$ cat src/rtl/station_cntrl.sv
// rtl/station_cntrl.sv - station-to-station travel sequencer with obstacle buzzer
module station_cntrl #(
  parameter int BUZZ_DIV = 12500,
  parameter int BUZZ_W   = 16
) (
  input  logic       clk,
  input  logic       rst_n,
  input  logic [7:0] cmd,
  input  logic       cmd_rdy,
  output logic       clr_cmd_rdy,
  input  logic [7:0] ID,
  input  logic       ID_vld,
  output logic       clr_ID_vld,
  input  logic       OK2Move,
  output logic       go,
  output logic       in_transit,
  output logic [5:0] dest_ID,
  output logic       buzz,
  output logic       buzz_n
);

  typedef enum logic {
    ST_IDLE   = 1'b0,
    ST_MOVING = 1'b1
  } state_t;

  localparam logic [1:0]        LP_OP_STOP = 2'b00;
  localparam logic [1:0]        LP_OP_GO   = 2'b01;
  localparam logic [BUZZ_W-1:0] LP_DIV_M1  = BUZZ_W'(BUZZ_DIV - 1);
  localparam logic [BUZZ_W-1:0] LP_ONE     = BUZZ_W'(1);

  state_t            r_state;
  logic              r_in_transit;
  logic [5:0]        r_dest_id;
  logic [BUZZ_W-1:0] r_buzz_cnt;
  logic              r_buzz;

  logic [1:0] w_op;
  logic       w_take_cmd;
  logic       w_take_id;
  logic       w_arrived;
  logic       w_buzz_run;

  assign w_op      = cmd[7:6];
  assign w_arrived = (ID[7:6] == 2'b00) && (ID[5:0] == r_dest_id);

  // Consume handshakes: idle discards IDs freely, moving gives commands priority
  always_comb begin
    w_take_cmd = 1'b0;
    w_take_id  = 1'b0;
    case (r_state)
      ST_IDLE: begin
        w_take_cmd = cmd_rdy;
        w_take_id  = ID_vld;
      end
      ST_MOVING: begin
        w_take_cmd = cmd_rdy;
        w_take_id  = ID_vld & ~cmd_rdy;
      end
      default: begin
        w_take_cmd = 1'b0;
        w_take_id  = 1'b0;
      end
    endcase
  end

  assign clr_cmd_rdy = w_take_cmd;
  assign clr_ID_vld  = w_take_id;

  // Travel FSM: destination and in_transit change only on consumed items
  always_ff @(posedge clk or negedge rst_n) begin
    if (!rst_n) begin
      r_state      <= ST_IDLE;
      r_in_transit <= 1'b0;
      r_dest_id    <= 6'd0;
    end else begin
      case (r_state)
        ST_IDLE: begin
          if (w_take_cmd && (w_op == LP_OP_GO)) begin
            r_dest_id    <= cmd[5:0];
            r_in_transit <= 1'b1;
            r_state      <= ST_MOVING;
          end
        end
        ST_MOVING: begin
          if (w_take_cmd) begin
            if (w_op == LP_OP_STOP) begin
              r_in_transit <= 1'b0;
              r_state      <= ST_IDLE;
            end else if (w_op == LP_OP_GO) begin
              r_dest_id <= cmd[5:0];
            end
          end else if (w_take_id && w_arrived) begin
            r_in_transit <= 1'b0;
            r_state      <= ST_IDLE;
          end
        end
        default: begin
          r_state      <= ST_IDLE;
          r_in_transit <= 1'b0;
        end
      endcase
    end
  end

  assign w_buzz_run = r_in_transit & ~OK2Move;

  // Buzzer divider: toggles every BUZZ_DIV cycles while blocked, parked low otherwise
  always_ff @(posedge clk or negedge rst_n) begin
    if (!rst_n) begin
      r_buzz_cnt <= '0;
      r_buzz     <= 1'b0;
    end else if (!w_buzz_run) begin
      r_buzz_cnt <= '0;
      r_buzz     <= 1'b0;
    end else if (r_buzz_cnt == LP_DIV_M1) begin
      r_buzz_cnt <= '0;
      r_buzz     <= ~r_buzz;
    end else begin
      r_buzz_cnt <= r_buzz_cnt + LP_ONE;
    end
  end

  assign go         = r_in_transit & OK2Move;
  assign in_transit = r_in_transit;
  assign dest_ID    = r_dest_id;
  assign buzz       = r_buzz;
  assign buzz_n     = ~r_buzz;

endmodule

$ cat config.mk
export PLATFORM = sky130hd
export DESIGN_NAME = station_cntrl
export DESIGN_NICKNAME = d
export VERILOG_FILES = /design/src/rtl/station_cntrl.sv
export SDC_FILE = /design/constraint.sdc
export NUM_CORES = 1
export LEC_CHECK = 0
export BUFFER_PORTS_ARGS = -buffer_cell sky130_fd_sc_hd__buf_4
export CAP_MARGIN = 25
export CORE_ASPECT_RATIO = 0.5
export CORE_MARGIN = 3
export CORE_UTILIZATION = 37
export CTS_BUF_LIST = sky130_fd_sc_hd__clkbuf_4 sky130_fd_sc_hd__clkbuf_8
export DETAILED_ROUTE_END_ITERATION = 10
export PLACE_DENSITY = 0.62
export SLEW_MARGIN = 20
export SYNTH_ARGS = -nofsm -noshare
export SYNTH_HDL_FRONTEND = slang
export SYNTH_SLANG_ARGS = --single-unit
$ cat constraint.sdc
create_clock -name clk -period 4.2 [get_ports clk]
set_input_delay 0.63 -clock clk [delete_from_list [all_inputs] [get_ports clk]]
set_output_delay 0.63 -clock clk [all_outputs]
set_load 0.01 [all_outputs]
# Word-level counts from Yosys, hierarchy flattened

Cells that the tools add are included.

Bitwise gates (word level): 7
Add/sub/neg operators: 1
Mux-type cells: 20
Reduce and logical (&&, ||, !) cells: 7
Equality and inequality tests: 10

Operators with widths:

| operator                                              | count |
|---|---|
| 2-to-1 mux 16 bit                                     | 2 |
| 2-to-1 mux 6 bit                                      | 4 |
| adder 16 x 1 -> 16 bit, second input constant         | 1 |
| == test 16 x 14 -> 1 bit, second input constant       | 1 |
| one-hot mux 6 bit (2 select lines)                    | 1 |
| 2-to-1 mux 1 bit                                      | 10 |
| == test 6 bit                                         | 1 |
| inequality test 2 bit, second input constant          | 3 |
| inequality test 3 x 2 -> 1 bit, second input constant | 2 |
| one-hot mux 1 bit (2 select lines)                    | 3 |
| logical NOT 2 bit                                     | 2 |
| inequality test 2 x 1 -> 1 bit, second input constant | 2 |
| inverter 1 bit                                        | 4 |
| AND reduction 4 bit                                   | 1 |
| bitwise AND 1 bit                                     | 3 |
| logical AND 1 bit                                     | 3 |
| AND reduction 3 bit                                   | 1 |
| == test 2 x 1 -> 1 bit, second input constant         | 1 |

Input port bits: 21
Word-level logic and storage cells: 50
Register bits after elaboration: 25

# Depth between registers and ports, before layout

Gate-level depths: netlist (run 1).

Depth in word-level cells: 7
Gate-level depth with buffers: 7

# Worst setup path before layout (run 1)

No wires, ideal clock.

Path kind: register to register
Start point: register r_buzz_cnt[0]
End point: register r_buzz_cnt[11]
Required time: 4.081 ns
Clock period less this slack: 1.831 ns
Arrival time: 1.712 ns
Stages on the path, launching flop included: 8
Path slack: 2.369 ns
Setup time: 0.119 ns
Buffers on the path: 2
Path through: dfrtp_1 ha_1 or4bb_1 nor4_2 or3b_1 buf_6 buf_12 nor2_1

Word-level cells in the longest chain between the ends: 3

Ends and longest elaborated chain:

| item                                                                      | RTL line | source |
|---|---|---|
| from (decl)                                                               | 35       | `logic [BUZZ_W-1:0] r_buzz_cnt;` |
| from (signal assigned)                                                    | 120      | `r_buzz_cnt <= r_buzz_cnt + LP_ONE;` |
| adder 16 x 1 -> 16 bit / == test 16 x 14 -> 1 bit (equally long branches) | 120, 116 |  |
| 2-to-1 mux 16 bit (*)                                                     | 116      | `end else if (r_buzz_cnt == LP_DIV_M1) begin` |
| 2-to-1 mux 16 bit (*)                                                     | 113      | `end else if (!w_buzz_run) begin` |

Mark *: on every way between the ends. The rest lies on a longest branch, timed or not.
A chain may end at the register's enable or synchronous reset.

# Worst setup path in the final report (run 1)

Start point: register r_buzz_cnt[0]
End point: register r_buzz_cnt[10]

Same word-level chain as after synthesis.

==> results.md, run 1 <==
- Status: finished, final reports clean
- Net Sw Frac: 25.68%
- Setup Buffers After CTS: 0
- DRT antenna net count: 0
- Wire per inst: 12.78 um
- DRC Markers: 0
- Top cells by count, synth: dfrtp_1 (25), nor2_1 (15), xnor2_1 (13)
- TritonRoute pass-1 iters: 4
- Cell Area, Synth: 1313 um2
- Count leader, synth: dfrtp_1
- Final Max Slew Viols: 0
- Synth async-reset ratio: 100.0%
- Pre-CTS setup slack: 1.980 ns
- Routability congestion estimate: 0.7770
- Fin nets: 176
- # hold bufs at CTS: 0
- CP Max Fanout: 16
- Clock Pin Slew Worst Setup and Hold Paths: 0.08 ns
- Crit Path Class: flop to flop
- RSZ-0062 raised after global routing: false
- Initial Util: 41.17%
- Tcrit/Tclk final: 52.60%
- EDFF count, synth: 0
- Flop pwr share: 52.8%
- CTS Sinks: 25
- Final WS setup: 1.991 ns
- H-Tree Depth: 1
- Share of layout cells above drive strength 1: 30.72%
- Sequential-to-total area share from yosys stat: 47.66%
- Top Ports: 33
- Mean Syn Cell Area: 10.94 um2
- F_max: 0.4527 GHz
- Post-cts repair resize count: 0
- Switching pwr: 0.0001340 W
- Final Instance Area: 1623 um2
- Syn_nets: 142
- Yosys top cell area share: 47.66%
- Maximum clock path buffer count: 2
- Final setup viols: 0
- Synth top area cells: dfrtp_1 (48%), xnor2_1 (8.7%), mux2_2 (5.1%), xor2_1 (4.7%), nor2_1 (4.3%)
- Clock latency on the worst-skew pair: 0.27 ns
- Ys flop type: dfrtp_1
- Top delay family on crit path: simple AND/OR/NAND/NOR gates
- Max VDD drop: 155.3 uV
- Worst path bufs/invs: 0
- Post-DP HPWL: 1898 um
- P_int: 0.0003877 W
- Leak Pwr: 0.6835 nW
- Die Y: 48.12 um
- Clock share of power: 28.6%
- Critical Path End Type: flop
- Setup TNS: 0 ns
- Initial antenna violation count: 0
- CTS tree: yes
- Combinational power share: 18.6%
- DIE AREA: 4341 um2
- GR Overflow Total: 0
- Max-cap violations: 0
- Worst-margin pin slew: 0.5824 ns
- Yosys reg bits: 25
- Max incr delay on CP: 0.54 ns
- Critical path, cell by cell: ha_1, or4bb_1, nor4_2, or3b_1, nor2_1
- Clk_skew: 0.001157 ns
- Syn. warnings: 0
- Vias: 971
- Startpoint types: flop
- Largest net degree at the start of global routing: 26
- Num rows: 14
- Post-Synthesis Cells: 120
- Slew headroom: 61.17%
- Core Area: 3188 um2
- Vias per cell: 4.831
- CP required: 4.33 ns
- CP arrival: 2.34 ns
- PD cells: 321.5 nW/um2
- Vias in the first global route: 949
- First-pass GRT wire length: 4291 um
- Area Overhead vs Synth: 23.64%
- DRT iter0 DRCs: 38
- CTS root buf: clkbuf_8
- Antenna diodes: 0
- Die X: 90.23 um
- Port Buf Inserts: 32
- Area post-placement: 1574 um2
- Slowest CP cell: or3b_1
- Min-delay worst type: primary input to async pin
- GRT Util Overall: 12.71%
- Post-synth top area cell: dfrtp_1
- Synth cell types: 33
- Fin crit period: 2.209 ns
- Detailed Route WL: 2569 um
- Final hold vios: 0
- CTS Buf Count: 3
==> through the flow <==
step / util (%) / instances / hold WS (ns) / total power (W)
finish: 50.90 / 201 / 0.2512 / 0.0005217
global route: 50.90 / 201 / 0.2634 / 0.0005479
CTS: 50.90 / 201 / 0.2620 / 0.0005271
detailed placement: 49.37 / 197 / 0.4780 / 0.0003791
global placement: 49.37 / 197 / 0.4678 / 0.0003774
floorplan: - / 120 / 0.3344 / 0.0003337
==> worst paths after layout <==
check	from	to	slack (ns)	cells after the start
max	r_buzz_cnt[0]	r_buzz_cnt[10]	1.99	5
min	rst_n	r_buzz_cnt[9]	0.25	1
max reg2reg	r_buzz_cnt[0]	r_buzz_cnt[10]	1.99	5
min reg2reg	r_buzz_cnt[0]	r_buzz_cnt[0]	0.50	1
max in group asynchronous	rst_n	dest_ID[0]	3.71	1
min in group clk	r_buzz_cnt[0]	r_buzz_cnt[0]	0.50	1
==> area by class of cell <==
class	instances	area [um2]
clock buffer	4	48.80
timing repair buffer	32	240.2
inverter	5	18.77
multi-input combinational	87	629.4
fill	300	1565
sequential	25	625.6
tap	48	60.06
==> power by group through the flow <==
stage                     clock network (W)  registers [W]  logic [W]
after global placement                    0       0.000280  0.0000975
after floorplan                           0       0.000283  0.0000507
after global routing               0.000162       0.000279   0.000107
after CTS                          0.000152       0.000276  0.0000991
final                              0.000149       0.000276  0.0000969
after detailed placement                  0       0.000280  0.0000991
==> kinds of logic after synthesis <==
logic type	share of synthesized area [%]
compound gates	4.099
xor+xnor	13.35
fa+ha+maj	0.9531
buf+inv	4.385
flops	47.66
mux	5.147
simple gates	24.40
==> worst reg2reg max path: cells and delay by family (launching register included) <==
kind	cells	cell delay, ns
flops	1	0.41
simple gates	4	1.40
fa+ha+maj	1	0.25
==> routing by layer <==
| metal | share of wire (%) | global-route usage, % | vias to the layer above |
|---|---|---|---|
| li1 | - | - | 488 |
| met1 | 48 | 15.51 | 450 |
| met2 | 44 | 22.63 | 29 |
| met3 | 7.4 | 4.777 | 4 |
| met4 | 0.82 | 2.736 | 0 |
| met5 | 0 | 0 | - |
==> state kept, by name, summed over array words and instances, names as in the netlist <==
name        cells
r_state         1
r_buzz_cnt     16
in_transit      1
dest_ID         6
buzz            1
==> cell usage in the layout, fill, tap and decap left out, types with 3 or more instances in the layout <==
cell       n
nand2_1    3
and4_1     4
clkbuf_8   3
nor2_1    15
dfrtp_1   25
mux2_2     6
xnor2_1   13
nand4_1    6
inv_1      5
xor2_1     7
buf_4     32
nand3_1    8
(Power assumes the default switching activity.)
==> inputs of run 2 (changes only) <==
--- a/config.mk
+++ b/config.mk
@@ -5,6 +5,7 @@
 export SDC_FILE = /design/constraint.sdc
 export NUM_CORES = 1
 export LEC_CHECK = 0
+export ABC_AREA = 1
 export BUFFER_PORTS_ARGS = -buffer_cell sky130_fd_sc_hd__buf_4
 export CAP_MARGIN = 25
 export CORE_ASPECT_RATIO = 0.5
@@ -12,7 +13,7 @@
 export CORE_UTILIZATION = 37
 export CTS_BUF_LIST = sky130_fd_sc_hd__clkbuf_4 sky130_fd_sc_hd__clkbuf_8
 export DETAILED_ROUTE_END_ITERATION = 10
-export PLACE_DENSITY = 0.62
+export PLACE_DENSITY = 0.61
 export SLEW_MARGIN = 20
 export SYNTH_ARGS = -nofsm -noshare
 export SYNTH_HDL_FRONTEND = slang
==> constraint.sdc (replaced) <==
create_clock -name clk -period 2.3 [get_ports clk]
set_input_delay 0.345 -clock clk [delete_from_list [all_inputs] [get_ports clk]]
set_output_delay 0.345 -clock clk [all_outputs]
set_load 0.01 [all_outputs]
==> results.md, run 2 <==
- Largest Register: r_buzz_cnt
- Largest net degree at the start of global routing: 26
- Final Instance Area: 1784 um2
- Clock Pin Slew Worst Setup and Hold Paths: 0.09 ns
- Cell Area, Synth: 1434 um2
- Wire per inst: 10.64 um
- Count leader, synth: nand2_1
- Ys flop type: dfrtp_1
- Fin nets: 256
- Pre-CTS setup slack: 0.8861 ns
- CTS Buf Count: 3
- Post-layout total power: 0.0009940 W
- DIE AREA: 4704 um2
- DR WL met2: 1348 um
- Syn_nets: 220
- CTS root buf: clkbuf_8
- GRT Util Overall: 13.42%
- Max FFs per register: 16
- Synth async-reset ratio: 100.0%
- Slew headroom: 66.72%
- Syn. warnings: 0
- Final hold vios: 0
- Compound-cell area share of the yosys netlist: 4.887%
- CP required: 2.47 ns
- Core Area: 3566 um2
- EDFF count, synth: 0
- F_max: 0.6981 GHz
- Post-DP HPWL: 2284 um
- Post-synth top area cell: dfrtp_1
- Fin crit period: 1.432 ns
- Die Y: 50.02 um
- Vias in the first global route: 1186
- Worst-margin pin slew: 0.4977 ns
- Post-cts repair resize count: 0
- Routability congestion estimate: 0.8487
- Post-synthesis xor/xnor area fraction: 3.665%
- CP Max Fanout: 4
- Initial Util: 40.21%
- Met1 WL: 1459 um
- Setup TNS: 0 ns
- Commonest non-fill, non-tap cells in the layout: nand2_1 (46), nor2_1 (42), buf_4 (32), inv_1 (31), dfrtp_1 (25)
- Maximum clock path buffer count: 2
- Min-delay worst type: primary input to flop
- Tcrit/Tclk final: 62.28%
- Status: finished, final reports clean
- Die X: 94.04 um
- H-Tree Depth: 1
- First-pass GRT wire length: 5037 um
- Leak Pwr: 0.8781 nW
- Final setup viols: 0
- Max-cap violations: 0
- Proportion of synthesized area in mux cells: 0%
- Setup Buffers After CTS: 0
- DRT antenna net count: 0
- PD cells: 557.1 nW/um2
- DRC Markers: 0
- Detailed Route WL: 3021 um
- Area Overhead vs Synth: 24.43%
- Mean Syn Cell Area: 7.242 um2
- Final Max Slew Viols: 0
- Met3 Routed Length: 169 um
- Initial antenna violation count: 0
- Critical Path End Type: flop
- Vias: 1288
- TritonRoute pass-1 iters: 4
- Top Ports: 33
- GR Overflow Total: 0
- Share of layout cells above drive strength 1: 21.46%
- Final Util: 50.04%
- Largest family of logic cells by synthesized area: simple AND/OR/NAND/NOR gates
- Final WS setup: 0.8676 ns
- Antenna diodes: 0
- Filler cell count: 372
- Post-Synth Simple-Gate Area: 37.17%
- Clk_skew: 0.002143 ns
- Top cells by count, synth: nand2_1 (46), nor2_1 (42), inv_1 (31)
- FF-to-FF setup slack: 0.87 ns
- Clock latency on the worst-skew pair: 0.28 ns
- Yosys reg bits: 25
- CTS tree: yes
- Max VDD drop: 234.0 uV
- Num rows: 15
- Sequential-to-total area share from yosys stat: 43.63%
- RSZ-0062 raised after global routing: false
- # hold bufs at CTS: 1
- Synth top area cells: dfrtp_1 (44%), nand2_1 (12%), nor2_1 (11%), inv_1 (8.1%), a21oi_1 (2.8%)
- Highest metal used: met4
- CTS Sinks: 25
- Post-Synth Adder-Cell Area: 0.8726%
- Vias per cell: 4.535
- Crit Path Class: flop to flop
- Most common cell after layout, fill and taps aside: nand2_1
- Synth cell types: 28
- DRT iter0 DRCs: 56
- Startpoint types: flop
- CP arrival: 1.60 ns
- Yosys top cell area share: 43.63%
- Area post-placement: 1725 um2
- Post-Synthesis Cells: 198
- Port Buf Inserts: 32
[run 2: worst paths after layout]
check | start | end | depth (start not counted)
max in group asynchronous | rst_n | buzz | 2
worst min register to register | r_buzz_cnt[0] | r_buzz_cnt[0] | 1
min in group asynchronous | rst_n | r_buzz_cnt[10] | 2
worst max-delay path | r_buzz_cnt[0] | r_buzz_cnt[10] | 8
worst max register to register | r_buzz_cnt[0] | r_buzz_cnt[10] | 8
worst min-delay path | cmd[5] | dest_ID[5] | 3
[run 2: cells by family (layout without fill, tap and decap cells)]
| group | count (synthesis) | after routing |
|---|---|---|
| flops | 25 | 25 |
| simple gates | 117 | 117 |
| xor+xnor | 6 | 6 |
| buf+inv | 36 | 71 |
| fa+ha+maj | 1 | 1 |
| compound gates | 13 | 13 |
[run 2: per-layer routing]
layer | track usage [%] | up-vias
li1 | - | 671
met1 | 17.15 | 582
met2 | 22.21 | 29
met3 | 3.963 | 6
met4 | 3.597 | 0
met5 | 0 | -
[run 2: power breakdown]
| group | switching (W) | internal [W] |
|---|---|---|
| Combinational | 0.000116 | 0.000103 |
| Clock | 0.000152 | 0.000123 |
| Sequential | 0.0000282 | 0.000472 |
[run 2: final cells by class]
cell class	count	area [um2]	share of cell area [%]
multi-input combinational	137	668.1	37.45
sequential	25	625.6	35.06
timing repair buffer	33	250.2	14.03
inverter	34	127.6	7.153
tap	51	63.81	3.576
clock buffer	3	41.29	2.314
clock inverter	1	7.507	0.4208
[run 2: stage by stage]
step / cells / hold slack (ns)
finish: 284 / 0.3082
global route: 284 / 0.3092
CTS: 284 / 0.3034
detailed placement: 279 / 0.2698
global placement: 279 / 0.2704
floorplan: 198 / 0.04941
[run 2: critical path, stage by stage, from the launching register on]
cell and delay [ns]:
dfrtp_1 0.40, ha_1 0.22, nand2_1 0.08, nor2_2 0.17
nand2_2 0.10, nor2_2 0.11, nand2_1 0.07, o21ai_1 0.13
nor2_1 0.05
==> inputs of run 3 (changes only) <==
--- a/config.mk
+++ b/config.mk
@@ -13,7 +13,7 @@
 export CORE_UTILIZATION = 37
 export CTS_BUF_LIST = sky130_fd_sc_hd__clkbuf_4 sky130_fd_sc_hd__clkbuf_8
 export DETAILED_ROUTE_END_ITERATION = 10
-export PLACE_DENSITY = 0.61
+export PLACE_DENSITY = 0.64
 export SLEW_MARGIN = 20
 export SYNTH_ARGS = -nofsm -noshare
 export SYNTH_HDL_FRONTEND = slang
==> constraint.sdc (replaced) <==
create_clock -name clk -period 1.2 [get_ports clk]
set_input_delay 0.18 -clock clk [delete_from_list [all_inputs] [get_ports clk]]
set_output_delay 0.18 -clock clk [all_outputs]
set_load 0.01 [all_outputs]
==> results.md, run 3 (same netlist as run 2, synthesis figures left out) <==
- Filler cell count: 341
- CTS Buf Count: 3
- Final WS setup: -0.08862 ns
- Die X: 94.04 um
- PD cells: 972.1 nW/um2
- Slowest CP cell: dfrtp_2
- GRT Util Overall: 15.40%
- Detailed Route WL: 3323 um
- HP Start: cmd[1]
- Max VDD drop: 471.4 uV
- Startpoint types: flop
- Top Ports: 33
- Critical Path End Type: flop
- Min-delay worst type: primary input to flop
- H-Tree Depth: 1
- CP arrival: 1.46 ns
- DRC Markers: 0
- GR Overflow Total: 0
- Clock Pin Slew Worst Setup and Hold Paths: 0.10 ns
- Setup TNS: -0.8162 ns
- Fin nets: 273
- Max incr delay on CP: 0.45 ns
- Vias per cell: 4.512
- CTS Sinks: 25
- Top delay family on crit path: simple AND/OR/NAND/NOR gates
- Clk_skew: 0.004647 ns
- Worst-margin pin slew: 0.3286 ns
- Hold depth: 3
- Area post-placement: 1846 um2
- Routability congestion estimate: 0.8981
- Max-cap violations: 0
- Largest Register: r_buzz_cnt
- CP required: 1.37 ns
- Wire per inst: 11.04 um
- Final setup viols: 12
- Worst path bufs/invs: 0
- Tcrit/Tclk final: 107.4%
- First-pass GRT wire length: 5678 um
- Final Instance Area: 2049 um2
- Placed cells: 294
- Worst-case reg-to-reg path depth: 6
- Core Area: 3566 um2
- Non-Filler Instances: 301
- Vias: 1358
- Port Buf Inserts: 32
- Slew headroom: 78.10%
- Critical path, cell by cell: nor2_2, nand2_2, nor3_4, nand3b_4, nand2_4, nor2_1
- Area Overhead vs Synth: 42.93%
- Crit Path Class: flop to flop
- Max FFs per register: 16
- Initial Util: 40.21%
- Fin crit period: 1.289 ns
- Critical Path Stages: 6
- Leak Pwr: 1.067 nW
- Initial antenna violation count: 0
- Maximum clock path buffer count: 2
- F_max: 0.7760 GHz
- Clock latency on the worst-skew pair: 0.28 ns
- Crit. Startpoint: r_buzz_cnt[2]
- Final hold vios: 0
- Worst hold slack: 0.1307 ns
- TritonRoute pass-1 iters: 4
- Share of layout cells above drive strength 1: 35.60%
- Failing checks: setup timing
- Antenna diodes: 0
- Worst R2R Start: r_buzz_cnt[2]
- CP Max Fanout: 7
- Post-DP HPWL: 2475 um
- CTS tree: yes
- Final Max Slew Viols: 0
- Die Y: 50.02 um
- DIE AREA: 4704 um2
- Num rows: 15
- Status: finished with violations
- Most common cell after layout, fill and taps aside: buf_4
- Vias in the first global route: 1323
- RSZ-0062 raised after global routing: true
- DRT iter0 DRCs: 54
- CTS root buf: clkbuf_8
- Largest net degree at the start of global routing: 26
- Commonest non-fill, non-tap cells in the layout: buf_4 (47), nand2_1 (41), nor2_1 (38), inv_1 (30), dfrtp_1 (24)
- DRT antenna net count: 0
[run 3: cell types whose count changed in the layout (fill, tap and decap cells not counted), moves of 3 or more]
cell	before	now
nor2_4	2	5
buf_4	32	47
nor2_1	42	38
nand2_1	46	41
nor3_1	3	0
nand2_2	3	7
[run 3: area by class of cell]
type	instances	area, um2	area share, %
multi-input cells	137	792.0	38.64
inverters	34	131.4	6.410
clock buffers	3	41.29	2.015
repair buffers	50	385.4	18.80
flip-flops and latches	25	626.9	30.59
clock inverters	1	8.758	0.4273
well taps	51	63.81	3.114
[run 3: worst paths after layout]
kind                                 end  slack (ns)
max                        r_buzz_cnt[2]       -0.09
min                           dest_ID[1]        0.13
max reg2reg                r_buzz_cnt[2]       -0.09
min reg2reg                   dest_ID[1]        0.55
max in group asynchronous  r_buzz_cnt[2]        0.60
min in group asynchronous           buzz        0.33
[run 3: what timing repair did]
item / in CTS / in global routing
endpoints found under the hold margin: 25 / 0
resized for setup: 12 / 19
hold buffers: 1 / 0
buffers inserted: 2 / 1
pin swaps: 3 / 10
setup endpoints to repair: 17 / 18
cloned: 0 / 0
[run 3: where the power goes]
group | switching (W) | internal, W
clock | 0.000303 | 0.000244
combinational | 0.000246 | 0.000244
sequential | 0.0000517 | 0.000904
total | 0.000600 | 0.00139
[run 3: metrics by stage]
| stage | setup slack [ns] | power [W] | utilization [%] |
|---|---|---|---|
| floorplan | -0.08915 | 0.001184 | - |
| global placement | -0.07844 | 0.001443 | 51.75 |
| detailed placement | -0.09668 | 0.001449 | 51.75 |
| CTS | -0.1042 | 0.002008 | 55.19 |
| global route | -0.2019 | 0.002113 | 57.47 |
| finish | -0.08862 | 0.001992 | 57.47 |
[run 3: worst min-delay path, delay by kind of cell]
kind                   cells  cell delay (ns)
buffers and inverters      1             0.07
AND/OR/NAND/NOR            1             0.03
AO/OA/AOI/OAI              1             0.09
[run 3: layer usage]
metal,vias up,routed length [um],share of wire (%),track usage [%]
met4,0,32,0.96,4.317
li1,707,-,-,-
met3,4,176,5.3,4.116
met5,-,0,0,0
met1,620,1450,44,19.10
met2,27,1664,50,26.44
